--- config.mk ---
export PLATFORM = sky130hd
export DESIGN_NAME = clocks_ratio_capture_flat
export DESIGN_NICKNAME = d
export VERILOG_FILES = /design/src/rtl/clocks_ratio_capture_pkg.sv /design/src/rtl/clocks_ratio_capture_if.sv /design/src/rtl/clocks_ratio_capture_stability_detect.sv /design/src/rtl/clocks_ratio_capture.sv /design/src/flat_wrapper.sv
export SDC_FILE = /design/constraint.sdc
export NUM_CORES = 1
export LEC_CHECK = 0
export ABC_AREA = 1
export BUFFER_PORTS_ARGS = -buffer_cell sky130_fd_sc_hd__clkbuf_2
export CORE_ASPECT_RATIO = 0.9
export CORE_MARGIN = 5
export CORE_UTILIZATION = 50
export CTS_BUF_LIST = sky130_fd_sc_hd__clkbuf_2
export DETAILED_ROUTE_END_ITERATION = 6
export PLACE_DENSITY_LB_ADDON = 0.05
export SYNTH_ARGS = -nofsm -noshare
export SYNTH_HDL_FRONTEND = slang
export SYNTH_SLANG_ARGS = --single-unit
--- constraint.sdc ---
create_clock -name clk -period 3.7 [get_ports clk]
set_clock_uncertainty 0.1 [all_clocks]
set_input_delay 0.555 -clock clk [delete_from_list [all_inputs] [get_ports clk]]
set_output_delay 0.555 -clock clk [all_outputs]
set_load 0.01 [all_outputs]
--- src/rtl/clocks_ratio_capture_pkg.sv ---
// Shared types for the clocks_ratio capture block: FSM state encoding
// and the width used by the small arm/stability counters.
package clocks_ratio_pkg;

    typedef enum logic [1:0] {
        IDLE = 2'd0,
        ARM  = 2'd1,
        WAIT = 2'd2,
        DONE = 2'd3
    } state_t;

    // ARM_CYCLES and STABLE are both limited to 255, so 8 bits always suffice.
    localparam int CNT8_W = 8;

endpackage

--- src/rtl/clocks_ratio_capture_if.sv ---
// Result channel of clocks_ratio_capture: valid/ready handshake carrying the
// captured per-channel counts, saturation flags and the timeout indication.
interface clocks_ratio_capture_if #(
    parameter int N = 2,
    parameter int W = 16
);
    logic           out_valid;
    logic           out_ready;
    logic [W-1:0]   out_count [N];
    logic           out_timeout;
    logic [N-1:0]   out_sat;

    modport master (
        output out_valid,
        output out_count,
        output out_timeout,
        output out_sat,
        input  out_ready
    );

    modport slave (
        input  out_valid,
        input  out_count,
        input  out_timeout,
        input  out_sat,
        output out_ready
    );
endinterface

--- src/rtl/clocks_ratio_capture_stability_detect.sv ---
// Samples the raw channel counts every enabled cycle and reports when the
// last STABLE samples were identical on every channel. All state clears
// while disabled so each measurement starts from an empty history.
module stability_detect
    import clocks_ratio_pkg::*;
#(
    parameter int N      = 2,
    parameter int W      = 16,
    parameter int STABLE = 4
) (
    input  logic           clk,
    input  logic           reset,
    input  logic           en_i,
    input  logic [W-1:0]   count_i [N],
    output logic [W-1:0]   samp_o  [N],
    output logic           stable_o
);

    // STABLE identical samples are STABLE-1 consecutive matches; the hit is
    // taken on the match that follows STABLE-2 earlier ones.
    localparam logic [CNT8_W-1:0] STAB_LAST = CNT8_W'(STABLE - 2);

    logic [W-1:0]        samp_q [N];
    logic [W-1:0]        samp_d [N];
    logic [W-1:0]        prev_q [N];
    logic [W-1:0]        prev_d [N];
    logic [1:0]          fill_q, fill_d;
    logic [CNT8_W-1:0]   stab_cnt_q, stab_cnt_d;
    logic                match;

    // A match needs two real samples and equality on every channel.
    always_comb begin
        match = (fill_q == 2'd2);
        for (int j = 0; j < N; j++) begin
            if (samp_q[j] != prev_q[j]) match = 1'b0;
        end
    end

    // Shift the sample history and run the stable counter while enabled.
    always_comb begin
        for (int j = 0; j < N; j++) begin
            samp_d[j] = '0;
            prev_d[j] = '0;
        end
        fill_d     = '0;
        stab_cnt_d = '0;
        if (en_i) begin
            for (int j = 0; j < N; j++) begin
                samp_d[j] = count_i[j];
                prev_d[j] = samp_q[j];
            end
            fill_d     = (fill_q == 2'd2) ? 2'd2 : fill_q + 2'd1;
            stab_cnt_d = match ? stab_cnt_q + CNT8_W'(1) : '0;
        end
    end

    // History and counter registers with synchronous active-low reset.
    always_ff @(posedge clk) begin
        if (!reset) begin
            for (int j = 0; j < N; j++) begin
                samp_q[j] <= '0;
                prev_q[j] <= '0;
            end
            fill_q     <= '0;
            stab_cnt_q <= '0;
        end else begin
            for (int j = 0; j < N; j++) begin
                samp_q[j] <= samp_d[j];
                prev_q[j] <= prev_d[j];
            end
            fill_q     <= fill_d;
            stab_cnt_q <= stab_cnt_d;
        end
    end

    assign samp_o   = samp_q;
    assign stable_o = en_i & match & (stab_cnt_q == STAB_LAST);

endmodule

--- src/rtl/clocks_ratio_capture.sv ---
// Sequencer for the upstream clocks_ratio counter: raises trigger, waits for
// the counts to freeze (or for a WAIT-cycle timeout), captures them and hands
// the result out over a valid/ready channel.
// Optional feature: CLOCKS_RATIO_CAPTURE_CONTINUOUS_EN -- after each result
// transfer re-arm immediately instead of returning to IDLE.
//
//   state | meaning
//   IDLE  | trigger low, waiting for start
//   ARM   | trigger high, letting the counter run for ARM_CYCLES
//   WAIT  | trigger high, sampling counts until stable or timeout
//   DONE  | trigger low, result presented until accepted
module clocks_ratio_capture
    import clocks_ratio_pkg::*;
#(
    parameter int N          = 2,
    parameter int W          = 16,
    parameter int STABLE     = 4,
    parameter int ARM_CYCLES = 8,
    parameter int TW         = 24
) (
    input  logic                 clk,
    input  logic                 reset,
    input  logic                 start,
    output logic                 trigger,
    input  logic [W-1:0]         count_in [N],
    input  logic [TW-1:0]        timeout,
    clocks_ratio_capture_if.master res
);

    localparam logic [CNT8_W-1:0] ARM_LAST = CNT8_W'(ARM_CYCLES - 1);

    state_t              state_q, state_d;
    logic [CNT8_W-1:0]   arm_cnt_q, arm_cnt_d;
    logic [TW-1:0]       wait_cnt_q, wait_cnt_d;
    logic                trigger_q, valid_q, out_tmo_q;
    logic [W-1:0]        out_count_q [N];
    logic [N-1:0]        out_sat_q;
    logic [W-1:0]        samp [N];
    logic                stable, in_wait, tmo_hit, cap, cap_tmo;

    assign in_wait = (state_q == WAIT);

    stability_detect #(
        .N      (N),
        .W      (W),
        .STABLE (STABLE)
    ) u_stab (
        .clk      (clk),
        .reset    (reset),
        .en_i     (in_wait),
        .count_i  (count_in),
        .samp_o   (samp),
        .stable_o (stable)
    );

    // The current WAIT cycle is the timeout-th one once the completed-cycle
    // count reaches timeout-1; >= keeps this safe if timeout moves mid-run.
    assign tmo_hit = (timeout != '0) && (wait_cnt_q >= timeout - TW'(1));

    // Next-state, counters and capture decision; stability beats timeout.
    always_comb begin
        state_d    = state_q;
        arm_cnt_d  = '0;
        wait_cnt_d = '0;
        cap        = 1'b0;
        cap_tmo    = 1'b0;
        case (state_q)
            IDLE: begin
                if (start) state_d = ARM;
            end
            ARM: begin
                if (arm_cnt_q == ARM_LAST) state_d = WAIT;
                else arm_cnt_d = arm_cnt_q + CNT8_W'(1);
            end
            WAIT: begin
                wait_cnt_d = (&wait_cnt_q) ? wait_cnt_q : wait_cnt_q + TW'(1);
                if (stable) begin
                    cap     = 1'b1;
                    state_d = DONE;
                end else if (tmo_hit) begin
                    cap     = 1'b1;
                    cap_tmo = 1'b1;
                    state_d = DONE;
                end
            end
            DONE: begin
                if (res.out_ready) begin
`ifdef CLOCKS_RATIO_CAPTURE_CONTINUOUS_EN
                    state_d = ARM;
`else
                    state_d = IDLE;
`endif
                end
            end
            default: state_d = IDLE;
        endcase
    end

    // State, registered outputs and the result latch.
    always_ff @(posedge clk) begin
        if (!reset) begin
            state_q    <= IDLE;
            arm_cnt_q  <= '0;
            wait_cnt_q <= '0;
            trigger_q  <= 1'b0;
            valid_q    <= 1'b0;
            out_tmo_q  <= 1'b0;
            out_sat_q  <= '0;
            for (int j = 0; j < N; j++) out_count_q[j] <= '0;
        end else begin
            state_q    <= state_d;
            arm_cnt_q  <= arm_cnt_d;
            wait_cnt_q <= wait_cnt_d;
            trigger_q  <= (state_d == ARM) || (state_d == WAIT);
            valid_q    <= (state_d == DONE);
            if (cap) begin
                out_tmo_q <= cap_tmo;
                for (int j = 0; j < N; j++) begin
                    out_count_q[j] <= samp[j];
                    out_sat_q[j]   <= &samp[j];
                end
            end
        end
    end

    assign trigger         = trigger_q;
    assign res.out_valid   = valid_q;
    assign res.out_count   = out_count_q;
    assign res.out_sat     = out_sat_q;
    assign res.out_timeout = out_tmo_q;

endmodule

--- src/flat_wrapper.sv ---
// flat-port wrapper written by rule: the top's interface ports become plain ports
module clocks_ratio_capture_flat import clocks_ratio_pkg::*;
#(
    parameter int N          = 2,
    parameter int W          = 16,
    parameter int STABLE     = 4,
    parameter int ARM_CYCLES = 8,
    parameter int TW         = 24
)
  (clk, reset, start, trigger, count_in, timeout, res_out_valid, res_out_count, res_out_timeout, res_out_sat, res_out_ready);
  clocks_ratio_capture_if #(.N(N), .W(W)) res_i ();
  input  logic clk;
  input  logic reset;
  input  logic start;
  output logic trigger;
  input  logic [W-1:0] count_in[N];
  input  logic [TW-1:0] timeout;
  output wire logic [$bits(res_i.out_valid)-1:0] res_out_valid;
  output wire logic [$bits(res_i.out_count)-1:0] res_out_count;
  output wire logic [$bits(res_i.out_timeout)-1:0] res_out_timeout;
  output wire logic [$bits(res_i.out_sat)-1:0] res_out_sat;
  input wire logic [$bits(res_i.out_ready)-1:0] res_out_ready;
  assign res_out_valid = res_i.out_valid;
  assign res_out_count = {>>{res_i.out_count}};
  assign res_out_timeout = res_i.out_timeout;
  assign res_out_sat = res_i.out_sat;
  assign res_i.out_ready = res_out_ready;
  clocks_ratio_capture #(.N(N), .W(W), .STABLE(STABLE), .ARM_CYCLES(ARM_CYCLES), .TW(TW)) u_core (.clk(clk), .reset(reset), .start(start), .trigger(trigger), .count_in(count_in), .timeout(timeout), .res(res_i));
endmodule
==> metrics, run 1 <==
max-cap viol count 0; total negative slack 0 ps; FF-to-FF setup slack 1460 ps; slowest CP cell or3b_2; total grt overflow 0; final core occ 0.601; P&R area growth vs syn 19.5%; Final Cell Area 8330 um2; syn_nets 1089; clk slew on worst S/H paths 200 ps; H-tree Lvls 4; critical path depth in cells 23; Mapped Area 6970 um2; cell area after placement 7770 um2; R2R Path End u_core.res.out_count[1]; Initial Utilization 0.503; top cell family by delay on the critical path simple AND/OR/NAND/NOR gates; Static Leakage 3.98 nW; RR Startpoint u_core.wait_cnt_q[18]; number of CTS-inserted buffers 17; mean post-synth cell area 6.99 um2; min-delay src res_out_ready; crit path capture u_core.res.out_count[1]; gp weighted congestion 0.851; Yosys reg bits 145; YS warnings 0; fmax 332 MHz; Pwr Total 0.00281 W; Tmin final 3010 ps; post-synthesis cell type count 38; Filler cells 1387; largest fanout on the critical path 15; net switching power 0.000774 W; Final ANT Viol Nets 0; Clk pwr share 0.317; area of the multi-input gates 3320 um2; Cell Pwr Density 337 nW/um2; Pins Over Slew Limit 0; status complete, no violations; total die area 16400 um2; overall routing resource usage 0.195; fin nets 1242; Synth area leader dfxtp_1; Rows 41; Core ar. 13900 um2; register area 2900 um2; unrepaired setup endpoints after global routing false; Die Y 122 um; critical path, cell by cell clkbuf_2, inv_1, ha_1, or3b_2, nor3_4, buf_4, nand2_1, nor2_1, xor2_1, inv_1, ha_1, nand2_1, nor2_1, nand4_1, nor2b_1, nand2_1, nand2_1, nand2_2, nand2_2, buf_12, buf_4, nor2_1, nor2_1; Residual DRC 0; synth top area cells dfxtp_1, nor2_1, nand2_1, inv_1, ha_1; Async S/R FF share, synth 0; Die W 134 um; first-pass iteration count of the detailed router 5; buffers plus inverters on the worst setup path 6; Worst Path Arrival 3550 ps; Top Ports 97; top-count cell post-synth nor2_1; Post-synth EDFFs 0; hold slack final 161 ps; peak supply drop 0.215 mV; Crit Path Category in -> reg; Min-Delay Path Class in -> reg; Setup Viol. Count Final 0; HPWL after detailed placement 11700 um; DRT Wirelength 15400 um; post-synthesis sequential area ratio 0.416; Post-synth top flop dfxtp_1; actual slew at the worst max-slew pin 711 ps; Comb power frac 0.108; Bufs on Longest Clock Path 2; Final Hold Violating Endpoints 0; max incr delay on CP 490 ps; via/cell ratio 4.61; CTS Sinks 145; port buffer count 96; Worst Setup Start Kind primary input; Internal 0.00204 W; vias 6157; Starting DRT DRC Count 256; Reg2Reg Depth 14; Crit. End Element flip-flop; CTS tree done; CP startpoint timeout[1]; worst endpoint required time 4240 ps; post-synth top area share 0.416; Worst-Skew Late Latency 690 ps; Synth Instances 997; Avg WL per Cell 11.5 um; Root Driver clkbuf_2; largest net degree at the start of global routing 39; Setup Buffers After CTS 0; global-route wire length before repair 25800 um; Slew headroom 0.525; leading post-synthesis cells by instance count nor2_1, nand2_1, inv_1, dfxtp_1, ha_1; initial antenna violation count 1; layout cells sized above 1 0.151; fin crit share 0.814; vias in the first global route 5681; switching part of the total 0.275; Flop pwr share 0.575
==> area by class of cell <==
| class | count | share of cell area |
|---|---|---|
| timing repair buffer | 155 | 0.124 |
| tap | 172 | 0.0258 |
| sequential | 145 | 0.348 |
| antenna | 1 | 0.000300 |
| clock inverter | 14 | 0.0167 |
| multi-input combinational | 663 | 0.398 |
| inverter | 168 | 0.0757 |
| clock buffer | 18 | 0.0108 |
==> routing by layer <==
metal  vias to the layer above  track usage  wire, um
li1                       3379            -         -
met1                      2672        0.241      7170
met2                        98        0.342      7520
met3                         8       0.0446       602
met4                         0       0.0534       105
met5                         -            0         0
==> worst min path at each step <==
stage,depth (start not counted),end
detailed placement,1,u_core.u_stab.fill_q[0]
global placement,1,u_core.u_stab.fill_q[0]
CTS,4,u_core.state_q[1]
finish,4,u_core.state_q[1]
global route,5,u_core.state_q[0]
floorplan,1,u_core.u_stab.fill_q[0]
==> through the flow <==
| stage | setup slack (ps) | cells |
|---|---|---|
| 4_1_cts | 720 | 1335 |
| 3_3_place_gp | -30.4 | 1270 |
| 6_report | 689 | 1336 |
| 5_1_grt | 441 | 1336 |
| 2_1_floorplan | 172 | 997 |
| 3_5_place_dp | -76.8 | 1270 |
==> cell usage in the layout, fill, tap and decap left out, types with 15 or more instances in the layout <==
cell,netlist,routed
a21oi_1,15,15
buf_4,0,24
clkbuf_2,0,114
dfxtp_1,145,145
dlygate4sd3_1,0,33
ha_1,32,32
inv_1,160,159
nand2_1,209,209
nand3_1,29,29
nand4_1,20,20
nor2_1,221,221
nor3_1,25,25
o21ai_0,22,22
xnor2_1,18,18
xor2_1,25,25
==> repair_timing <==
item,4_1_cts,5_1_grt
hold buffers,33,0
endpoints found under the hold margin,34,0
gates resized for setup,0,0
==> cells by family (layout without fill, tap and decap cells) <==
group,count (synthesis),in the layout,share of synthesized area
buffers and inverters,189,355,0.108
flip-flops,145,145,0.416
other,0,1,0
AO/OA/AOI/OAI,52,52,0.0409
XOR/XNOR,43,43,0.0540
adder cells (fa/ha/maj),32,32,0.0574
AND/OR/NAND/NOR,536,536,0.324
==> worst reg2reg max path: stages (launching register included) <==
cell and delay [ps]:
dfxtp_1 420, ha_1 310, nand2_1 50, inv_1 60, nand3_1 70, nor3_1 180, nor2b_1 150, nand2_1 50
nand2_1 110, nand2_2 90, nand2_2 180, buf_12 170, buf_4 130, nor2_1 40, nor2_1 90
==> power by group through the flow <==
stage	registers, W	logic [W]	clock network, W
after global routing	0.00162	0.000351	0.000994
after detailed placement	0.00165	0.000280	0
final	0.00162	0.000303	0.000891
after global placement	0.00165	0.000279	0
after floorplan	0.00164	0.000173	0
after CTS	0.00162	0.000308	0.000918
==> sequential cells by signal, indices dropped and copies added (netlist names), 2 cells and up <==
name,count
u_core.arm_cnt_q,8
u_core.res.out_count,32
u_core.res.out_sat,2
u_core.state_q,2
u_core.u_stab.fill_q,2
u_core.u_stab.prev_q,32
u_core.u_stab.samp_o,32
u_core.u_stab.stab_cnt_q,8
u_core.wait_cnt_q,24
Note: power is estimated with default switching activity, not from simulation.
==> inputs of run 2 (changes only) <==
==> constraint.sdc (replaced) <==
create_clock -name clk -period 3 [get_ports clk]
set_clock_uncertainty 0.1 [all_clocks]
set_input_delay 0.45 -clock clk [delete_from_list [all_inputs] [get_ports clk]]
set_output_delay 0.45 -clock clk [all_outputs]
set_load 0.01 [all_outputs]
==> run 2 against run 1 <==
Cell count is 1.4% higher; utilization rose by 1.5 points; first-iteration DRC count rose by 59%; highest routed layer unchanged; critical path depth unchanged; largest power group unchanged; setup slack worse by 540 ps.
==> metrics, run 2 (same netlist as run 1, synthesis figures left out) <==
status complete, no violations; peak supply drop 0.315 mV (+47%); Cell Pwr Density 408 nW/um2 (+21%); HPWL after detailed placement 12100 um (+2.8%); fin nets 1262 (+1.6%); number of CTS-inserted buffers 17 (unchanged); largest net degree at the start of global routing 44 (+13%); RR Startpoint u_core.wait_cnt_q[18]; Pins Over Slew Limit 0 (unchanged); CP startpoint timeout[1]; initial antenna violation count 0 (-1); CTS Sinks 145 (unchanged); unrepaired setup endpoints after global routing false; Slew headroom 0.483 (-0.0424); Bufs on Longest Clock Path 2 (unchanged); final core occ 0.617 (+0.0154); Min-Delay Path Class in -> reg; Final Hold Violating Endpoints 0 (unchanged); H-tree Lvls 4 (unchanged); most common cell after layout, fill and taps aside nor2_1; min-delay src res_out_ready; Setup Viol. Count Final 0 (unchanged); vias in the first global route 5723 (+0.74%); critical path, cell by cell clkbuf_2, inv_12, ha_4, or3b_4, nor3_4, nand2_1, nor2_1, xor2_1, inv_1, ha_1, nand2_2, nor2_1, nor2_1, nand2_1, a21oi_1, nand2_1, nand2_2, nand3_2, nand2_1, inv_1, ha_2, nand2_1, inv_1; layout cells sized above 1 0.172 (+0.0211); clk slew on worst S/H paths 200 ps (about the same); vias 6305 (+2.4%); Final ANT Viol Nets 0 (unchanged); fin crit share 0.952; total grt overflow 0 (unchanged); most frequent CP cell nand2_1; most frequent cells in the layout nor2_1, nand2_1, inv_1; slowest CP cell or3b_4; Initial Utilization 0.503 (unchanged); Pwr Total 0.00348 W (+24%); total die area 16400 um2 (unchanged); Top Ports 97 (unchanged); largest fanout on the critical path 4 (-11); Avg WL per Cell 11.7 um (+1.3%); Crit. End Element flip-flop; port buffer count 96 (unchanged); hold slack final 74.1 ps (-86.8 ps); Worst-Skew Late Latency 710 ps (+20 ps); Static Leakage 4.07 nW (+2.4%); first-pass iteration count of the detailed router 5 (unchanged); global-route wire length before repair 26400 um (+2.5%); Residual DRC 0 (unchanged); Worst Setup Start Kind primary input; Die W 134 um (unchanged); worst endpoint required time 3550 ps (-690 ps); max-cap viol count 0 (unchanged); Filler cells 1355 (-2.3%); max incr delay on CP 400 ps (-90 ps); Worst Path Arrival 3410 ps (-140 ps); P&R area growth vs syn 22.5%; Core ar. 13900 um2 (unchanged); fmax 350 MHz; Rows 41 (unchanged); Die Y 122 um (unchanged); overall routing resource usage 0.200 (+0.00500); Tmin final 2850 ps; Starting DRT DRC Count 406 (+59%); CTS tree done; Crit Path Category in -> reg; DRT Wirelength 15800 um (+2.8%); Root Driver clkbuf_2; gp weighted congestion 0.915 (+7.5%); diode count 0 (-1); via/cell ratio 4.65 (+0.97%); actual slew at the worst max-slew pin 775 ps (+63.5 ps)
-- run 2: area by class of cell --
type / count / area [um2] / share of cell area
multi-input combinational: 663 / 3350 / 0.393
timing repair buffer: 175 / 1180 / 0.139
tap: 172 / 215 / 0.0252
inverter: 168 / 656 / 0.0767
clock buffer: 18 / 90.1 / 0.0105
sequential: 145 / 2900 / 0.340
clock inverter: 14 / 140 / 0.0164
-- run 2: worst max-delay path: cells and delay by family --
family,cells,cell delay [ps]
compound gates,1,110
xor+xnor,1,150
fa+ha+maj,3,720
buf+inv,5,390
simple gates,13,1580
-- run 2: timing repair --
item / in CTS / in global routing
hold endpoints to repair: 34 / 0
resized for setup: 0 / 2
hold buffers: 33 / 0
buffers inserted: 0 / 1
endpoints found under the setup margin: 0 / 29
-- run 2: per-stage QoR --
step / setup TNS (ps) / cell area, um2 / worst slack, ps / cells
after floorplan: -6220 / 7030 / -237 / 997
after global placement: -19650 / 7970 / -587 / 1289
after detailed placement: -22100 / 7970 / -661 / 1289
after CTS: 0 / 8530 / 133 / 1354
after global routing: 0 / 8540 / 16.9 / 1355
final: 0 / 8540 / 145 / 1355
-- run 2: final timing paths --
kind	endpoint	slack [ps]	cells past startpoint
hold / removal	u_core.state_q[1]	70	4
setup reg to reg	u_core.trigger	720	15
hold reg to reg	u_core.u_stab.fill_q[0]	340	1
setup / recovery	u_core.trigger	150	23
-- run 2: power by group --
part	internal (W)	switching, W
combinational	0.000181	0.000223
clock	0.000379	0.000710
sequential	0.00197	0.0000242
-- run 2: metal layers --
metal | global-route usage | share of wire | vias to the layer above | routed length [um]
li1 | - | - | 3415 | -
met1 | 0.293 | 0.53 | 2768 | 8410
met2 | 0.300 | 0.41 | 111 | 6560
met3 | 0.0429 | 0.046 | 11 | 726
met4 | 0.0496 | 0.0082 | 0 | 129
met5 | 0 | 0 | - | 0
